$ cat src/rtl/gpio_pkg.sv
// Register map and address-width rule shared by the GPIO block and its bench.
package gpio_pkg;

    localparam int NUM_REGS = 8;

    function automatic int addr_bits(input int n);
        return (n <= 1) ? 1 : $clog2(n);
    endfunction

    localparam int ADDR_W = addr_bits(NUM_REGS);

    localparam logic [ADDR_W-1:0] ADDR_DATA   = 3'd0;
    localparam logic [ADDR_W-1:0] ADDR_DIR    = 3'd1;
    localparam logic [ADDR_W-1:0] ADDR_MASK   = 3'd2;
    localparam logic [ADDR_W-1:0] ADDR_EDGE   = 3'd3;
    localparam logic [ADDR_W-1:0] ADDR_RISE   = 3'd4;
    localparam logic [ADDR_W-1:0] ADDR_FALL   = 3'd5;
    localparam logic [ADDR_W-1:0] ADDR_OUTSET = 3'd6;
    localparam logic [ADDR_W-1:0] ADDR_OUTCLR = 3'd7;

endpackage

$ cat src/rtl/gpio_sync.sv
// Multi-bit pad synchroniser: each bit passes through STAGES flops, reset to 0.
module gpio_sync #(
    parameter int WIDTH  = 32,
    parameter int STAGES = 2
) (
    input  logic             clk,
    input  logic             reset_n,
    input  logic [WIDTH-1:0] d,
    output logic [WIDTH-1:0] q
);

    logic [WIDTH-1:0] chain [STAGES];

    always_ff @(posedge clk or negedge reset_n) begin
        if (!reset_n) begin
            for (int i = 0; i < STAGES; i++) chain[i] <= '0;
        end else begin
            chain[0] <= d;
            for (int i = 1; i < STAGES; i++) chain[i] <= chain[i-1];
        end
    end

    assign q = chain[STAGES-1];

endmodule

$ cat src/rtl/gpio_edge_ctrl.sv
// Avalon-MM GPIO port: output/direction registers, set/clear ops, per-bit edge capture and irq.
// Reads return one cycle after the address; writes take effect on the next clock edge.
module gpio_edge_ctrl
    import gpio_pkg::*;
#(
    parameter int               WIDTH       = 32,
    parameter int               SYNC_STAGES = 2,
    parameter logic [WIDTH-1:0] OUT_RESET   = '0,
    parameter logic [WIDTH-1:0] RISE_RESET  = '1,
    parameter logic [WIDTH-1:0] FALL_RESET  = '0
) (
    input  logic             clk,
    input  logic             reset_n,
    input  logic [2:0]       address,
    input  logic             chipselect,
    input  logic             write_n,
    input  logic [31:0]      writedata,
    output logic [31:0]      readdata,
    input  logic [WIDTH-1:0] in_port,
    output logic [WIDTH-1:0] out_port,
    output logic [WIDTH-1:0] oe,
    output logic             irq
);

    logic             wr;
    logic             clr_strobe;
    logic [WIDTH-1:0] wdat;
    logic [WIDTH-1:0] sync_in;
    logic [WIDTH-1:0] prev;
    logic [WIDTH-1:0] edge_event;
    logic [WIDTH-1:0] out_reg, dir_reg, mask_reg, cap_reg, rise_reg, fall_reg;
    logic [31:0]      rd_mux;

    assign wr         = chipselect & ~write_n;
    assign clr_strobe = wr && (address == ADDR_EDGE);
    assign wdat       = writedata[WIDTH-1:0];

    generate
        if (WIDTH < 32) begin : g_unused_hi
            logic unused_wdat_hi;
            assign unused_wdat_hi = ^writedata[31:WIDTH];
        end
    endgenerate

    gpio_sync #(
        .WIDTH  (WIDTH),
        .STAGES (SYNC_STAGES)
    ) u_sync (
        .clk     (clk),
        .reset_n (reset_n),
        .d       (in_port),
        .q       (sync_in)
    );

    assign edge_event = (sync_in & ~prev & rise_reg) | (~sync_in & prev & fall_reg);

    always_ff @(posedge clk or negedge reset_n) begin
        if (!reset_n) begin
            prev     <= '0;
            out_reg  <= OUT_RESET;
            dir_reg  <= '0;
            mask_reg <= '0;
            cap_reg  <= '0;
            rise_reg <= RISE_RESET;
            fall_reg <= FALL_RESET;
            readdata <= '0;
        end else begin
            prev     <= sync_in;
            readdata <= rd_mux;
            // A new edge is ORed in after the clear so a coincident event survives.
            cap_reg  <= (cap_reg & ~(clr_strobe ? wdat : '0)) | edge_event;
            if (wr) begin
                case (address)
                    ADDR_DATA:   out_reg  <= wdat;
                    ADDR_DIR:    dir_reg  <= wdat;
                    ADDR_MASK:   mask_reg <= wdat;
                    ADDR_RISE:   rise_reg <= wdat;
                    ADDR_FALL:   fall_reg <= wdat;
                    ADDR_OUTSET: out_reg  <= out_reg | wdat;
                    ADDR_OUTCLR: out_reg  <= out_reg & ~wdat;
                    default: ;
                endcase
            end
        end
    end

    // DATA reads the pads, never the output register.
    always_comb begin
        rd_mux = '0;
        case (address)
            ADDR_DATA: rd_mux[WIDTH-1:0] = sync_in;
            ADDR_DIR:  rd_mux[WIDTH-1:0] = dir_reg;
            ADDR_MASK: rd_mux[WIDTH-1:0] = mask_reg;
            ADDR_EDGE: rd_mux[WIDTH-1:0] = cap_reg;
            ADDR_RISE: rd_mux[WIDTH-1:0] = rise_reg;
            ADDR_FALL: rd_mux[WIDTH-1:0] = fall_reg;
            default: ;
        endcase
    end

    assign out_port = out_reg;
    assign oe       = dir_reg;
    assign irq      = |(cap_reg & mask_reg);

endmodule

$ cat config.mk
export PLATFORM = sky130hd
export DESIGN_NAME = gpio_edge_ctrl
export DESIGN_NICKNAME = d
export VERILOG_FILES = /design/src/rtl/gpio_pkg.sv /design/src/rtl/gpio_sync.sv /design/src/rtl/gpio_edge_ctrl.sv
export SDC_FILE = /design/constraint.sdc
export NUM_CORES = 1
export LEC_CHECK = 0
export ABC_AREA = 1
export BUFFER_PORTS_ARGS = -buffer_cell sky130_fd_sc_hd__buf_2
export CORE_MARGIN = 8
export CORE_UTILIZATION = 58
export DETAILED_ROUTE_END_ITERATION = 6
export PLACE_DENSITY = 0.89
export SYNTH_ARGS = -nofsm -noshare
export SYNTH_HDL_FRONTEND = slang
export SYNTH_SLANG_ARGS = --single-unit
export TNS_END_PERCENT = 20
$ cat constraint.sdc
create_clock -name clk -period 1.17 [get_ports clk]
set_input_delay 0.117 -clock clk [delete_from_list [all_inputs] [get_ports clk]]
set_output_delay 0.117 -clock clk [all_outputs]
set_load 0.01 [all_outputs]
==> flow_summary_export.csv <==
group,metric,value,unit
status,status,"finished with violations",
status,violations,"design-rule violations, negative setup slack",
clock_tree,clockBufferDepth,3,
clock_tree,path_clk_slew,0.06,ns
timing,min_period,1.77,ns
placement,io_buffers,167,
timing,slew_violations,0,
clock_tree,cts_sinks,320,
yosys,synth_top_area_share,53.5,%
finish,layout.nets,1922,
critical_path,worstSetupPathType,"register to primary output",
critical_path,critPathMaxFanout,2,
global_route,grtUsageMet2,49.4,%
pwr,switchingPower,8690,µW
global_route,busiest_layer,"met2",
clock_tree,cts_root_buffer,"clkbuf_16",
finish,drive_above_1_share,21.0,%
finish,ff_latch_area,8050,µm²
yosys,synth_fp_nets,1609,
route,routedWlPerCell,19.6,µm
global_route,antenna_found_initial,2,
critical_path,timing.rr.start,"cap_reg[15]",
route,firstDrtPassIters,7,
route,wirelength,42300,µm
floorplanning,core-area,22700,µm²
timing,fin_ws,-0.601,ns
pwr,comb_power_share,18.4,%
critical_path,worstPathArrival,1.65,ns
run,maxCapViolations,0,
critical_path,endpoint_kind,"primary output",
yosys,synth_area,13500,µm²
critical_path,r2r_end,"readdata[15]",
clock_tree,clk_latency,0.51,ns
finish,stdcell_count,2161,
floorplanning,die_area,28300,µm²
global_route,grt_pass1_vias,13190,
placement,dp_cells,2020,
yosys,ys_top_cells_by_area,"dfrtp_1 (54%), nand2_1 (13%), dfstp_2 (6.2%)",
placement,hpwl,25800,µm
timing,rsz0062_at_grt,"true",
pwr,peakVddDrop,1350,µV
global_route,track_usage,29.4,%
global_route,grt_overflow,0,
pwr,power_frac_clock,35.1,%
pwr,p_seq_share,46.5,%
route,vias,12604,
finish,n_fill_cell,1366,
yosys,ys_seq_elements,320,
timing,hold_viol,0,
clock_tree,cts-htree-levels,2,
floorplanning,fp-row-count,55,
timing,min_period_over_period,151,%
yosys,synth_area_leader_cell,"dfrtp_1",
floorplanning,die_h,168,µm
yosys,syn_avg_cell_area,8.75,µm²
floorplanning,io_pins,168,
floorplanning,die_w,168,µm
critical_path,required,1.05,ns
global_route,met1_usage,35.4,%
yosys,synth_cell_type_count,24,
route,vias_per_cell,5.83,
placement,gp_congestion,0.881,
pwr,p_leak,0.00866,µW
pwr,p_per_area,1730,nW/µm²
pwr,switching_share,28.9,%
timing,max_freq,0.565,GHz
route,drc,4,
critical_path,r2r_cells,5,
timing,skew,0.0140,ns
timing,setup_viol,31,
pwr,intPower,21400,µW
timing,worstMarginPinSlew,0.336,ns
floorplanning,start_util,59.3,%
finish,multi_input_area,4380,µm²
global_route,grt_max_degree,61,
clock_tree,cts_tree,"yes",
critical_path,rrSetupSlack,0.04,ns
global_route,grt_pass1_wl,66900,µm
global_route,use_met3,6.71,%
pwr,post-layout-total-power,30100,µW
timing,relSlewSlack,77.4,%
route,drtAntennaViolNets,0,
route,drtIter0Drc,1598,
yosys,syn_inst,1538,
min_path,hp-class,"primary input to asynchronous set/reset pin",
critical_path,crit_path_start_kind,"register",
clock_tree,cts_buffers,34,
yosys,ys_warn_count,0,
finish,syn2layout_area_growth,28.8,%
timing,hold_ws,0.0794,ns
yosys,synth_seq_area_share,59.8,%
## synth_stat cells
cell      number
nand4_1       64
nand2_4        4
dfstp_2       32
o21ai_0      152
inv_1        157
nand3_2        2
nor2_4         4
buf_2         34
nand2_1      458
nor2_1       156
dfrtp_1      288
a21oi_1        7
buf_1          3
nand3_1       66
clkbuf_1      15
nand4_4        1
buf_6         10
nor3_4         1
a31oi_1       25
buf_4         13
inv_2          4
nand2_2        1
o21ai_1       40
nand3_4        1
## area by class of cell
type	instances	share of cell area [%]
Timing Repair Buffer	352	16.6
Tap cell	285	2.06
Inverter	161	3.49
Multi-Input combinational cell	982	25.2
Clock buffer	52	5.82
Antenna cell	1	0.0144
Sequential cell	320	46.4
Clock inverter	8	0.397
## worst max path at each step
stage | startpoint | to | slack, ns | depth (start not counted)
3_3_place_gp | mask_reg[17] | irq | -0.10 | 7
4_1_cts | cap_reg[17] | irq | -0.57 | 7
5_1_grt | cap_reg[17] | irq | -0.62 | 7
2_1_floorplan | address[2] | cap_reg[10] | 0.08 | 9
6_report | mask_reg[27] | irq | -0.60 | 7
3_5_place_dp | address[2] | readdata[27] | -0.16 | 7
## cell usage in the layout (no fill, tap or decap), types with 2 or more instances in the layout
master / synthesis / routed
nand3_1: 66 / 65
nand2_1: 458 / 457
buf_4: 13 / 94
nand4_1: 64 / 64
nand3_2: 2 / 3
clkbuf_16: 0 / 35
dfstp_2: 32 / 32
inv_1: 157 / 157
nand2_2: 1 / 2
nor2_1: 156 / 152
buf_12: 0 / 26
o21ai_0: 152 / 152
inv_2: 4 / 4
dfrtp_1: 288 / 288
a21oi_1: 7 / 7
buf_2: 34 / 142
buf_6: 10 / 24
clkbuf_1: 15 / 10
clkbuf_8: 0 / 7
clkinv_2: 0 / 6
a31oi_1: 25 / 25
dlygate4sd3_1: 0 / 65
o21ai_1: 40 / 40
nand2_4: 4 / 4
nor2_4: 4 / 4
nor2_2: 0 / 4
## worst max-delay path, cell delays in order (launching register included)
cell and delay [ns]:
dfrtp_1 0.39, nand2_1 0.08, nand2_1 0.06, nor2_2 0.11, nand2_1 0.08, nor2_2 0.18
nand2_2 0.10, buf_6 0.13
## logic make-up after synthesis
| logic type | after synthesis | share of synthesized area [%] |
|---|---|---|
| simple gates | 758 | 23.8 |
| flops | 320 | 59.8 |
| compound gates | 224 | 8.56 |
| buf+inv | 236 | 7.82 |
## power groups by stage
stage | Combinational (µW) | Clock [µW] | Sequential (µW)
detailed placement | 4760 | 0 | 14000
finish | 5520 | 10600 | 14000
floorplan | 2200 | 0 | 14100
global placement | 4560 | 0 | 14000
CTS | 5130 | 10500 | 13900
global route | 6090 | 11000 | 14100
## routing by layer
metal | share of wire, % | up-vias | wire, µm
li1 | - | 5532 | -
met3 | 11 | 163 | 4480
met4 | 4.0 | 2 | 1680
met2 | 49 | 835 | 20700
met1 | 36 | 6072 | 15400
met5 | 0.031 | - | 13
## through the flow
step	utilization (%)	setup slack, ns	instance area [µm²]	TNS (ns)
global placement	67.5	-0.105	15300	-3.79
floorplan	-	0.0830	13500	0
finish	76.4	-0.601	17300	-1.08
detailed placement	67.5	-0.159	15300	-10.58
global route	76.4	-0.623	17300	-1.88
CTS	75.5	-0.573	17100	-1.07
## what timing repair did
action,CTS,global route
setup endpoints to repair,39,58
pin swaps,3,4
gates resized for setup,8,21
buffers inserted,5,10
hold endpoints to repair,474,0
hold buffers,65,0
gates cloned,0,0
(Power assumes the default switching activity.)
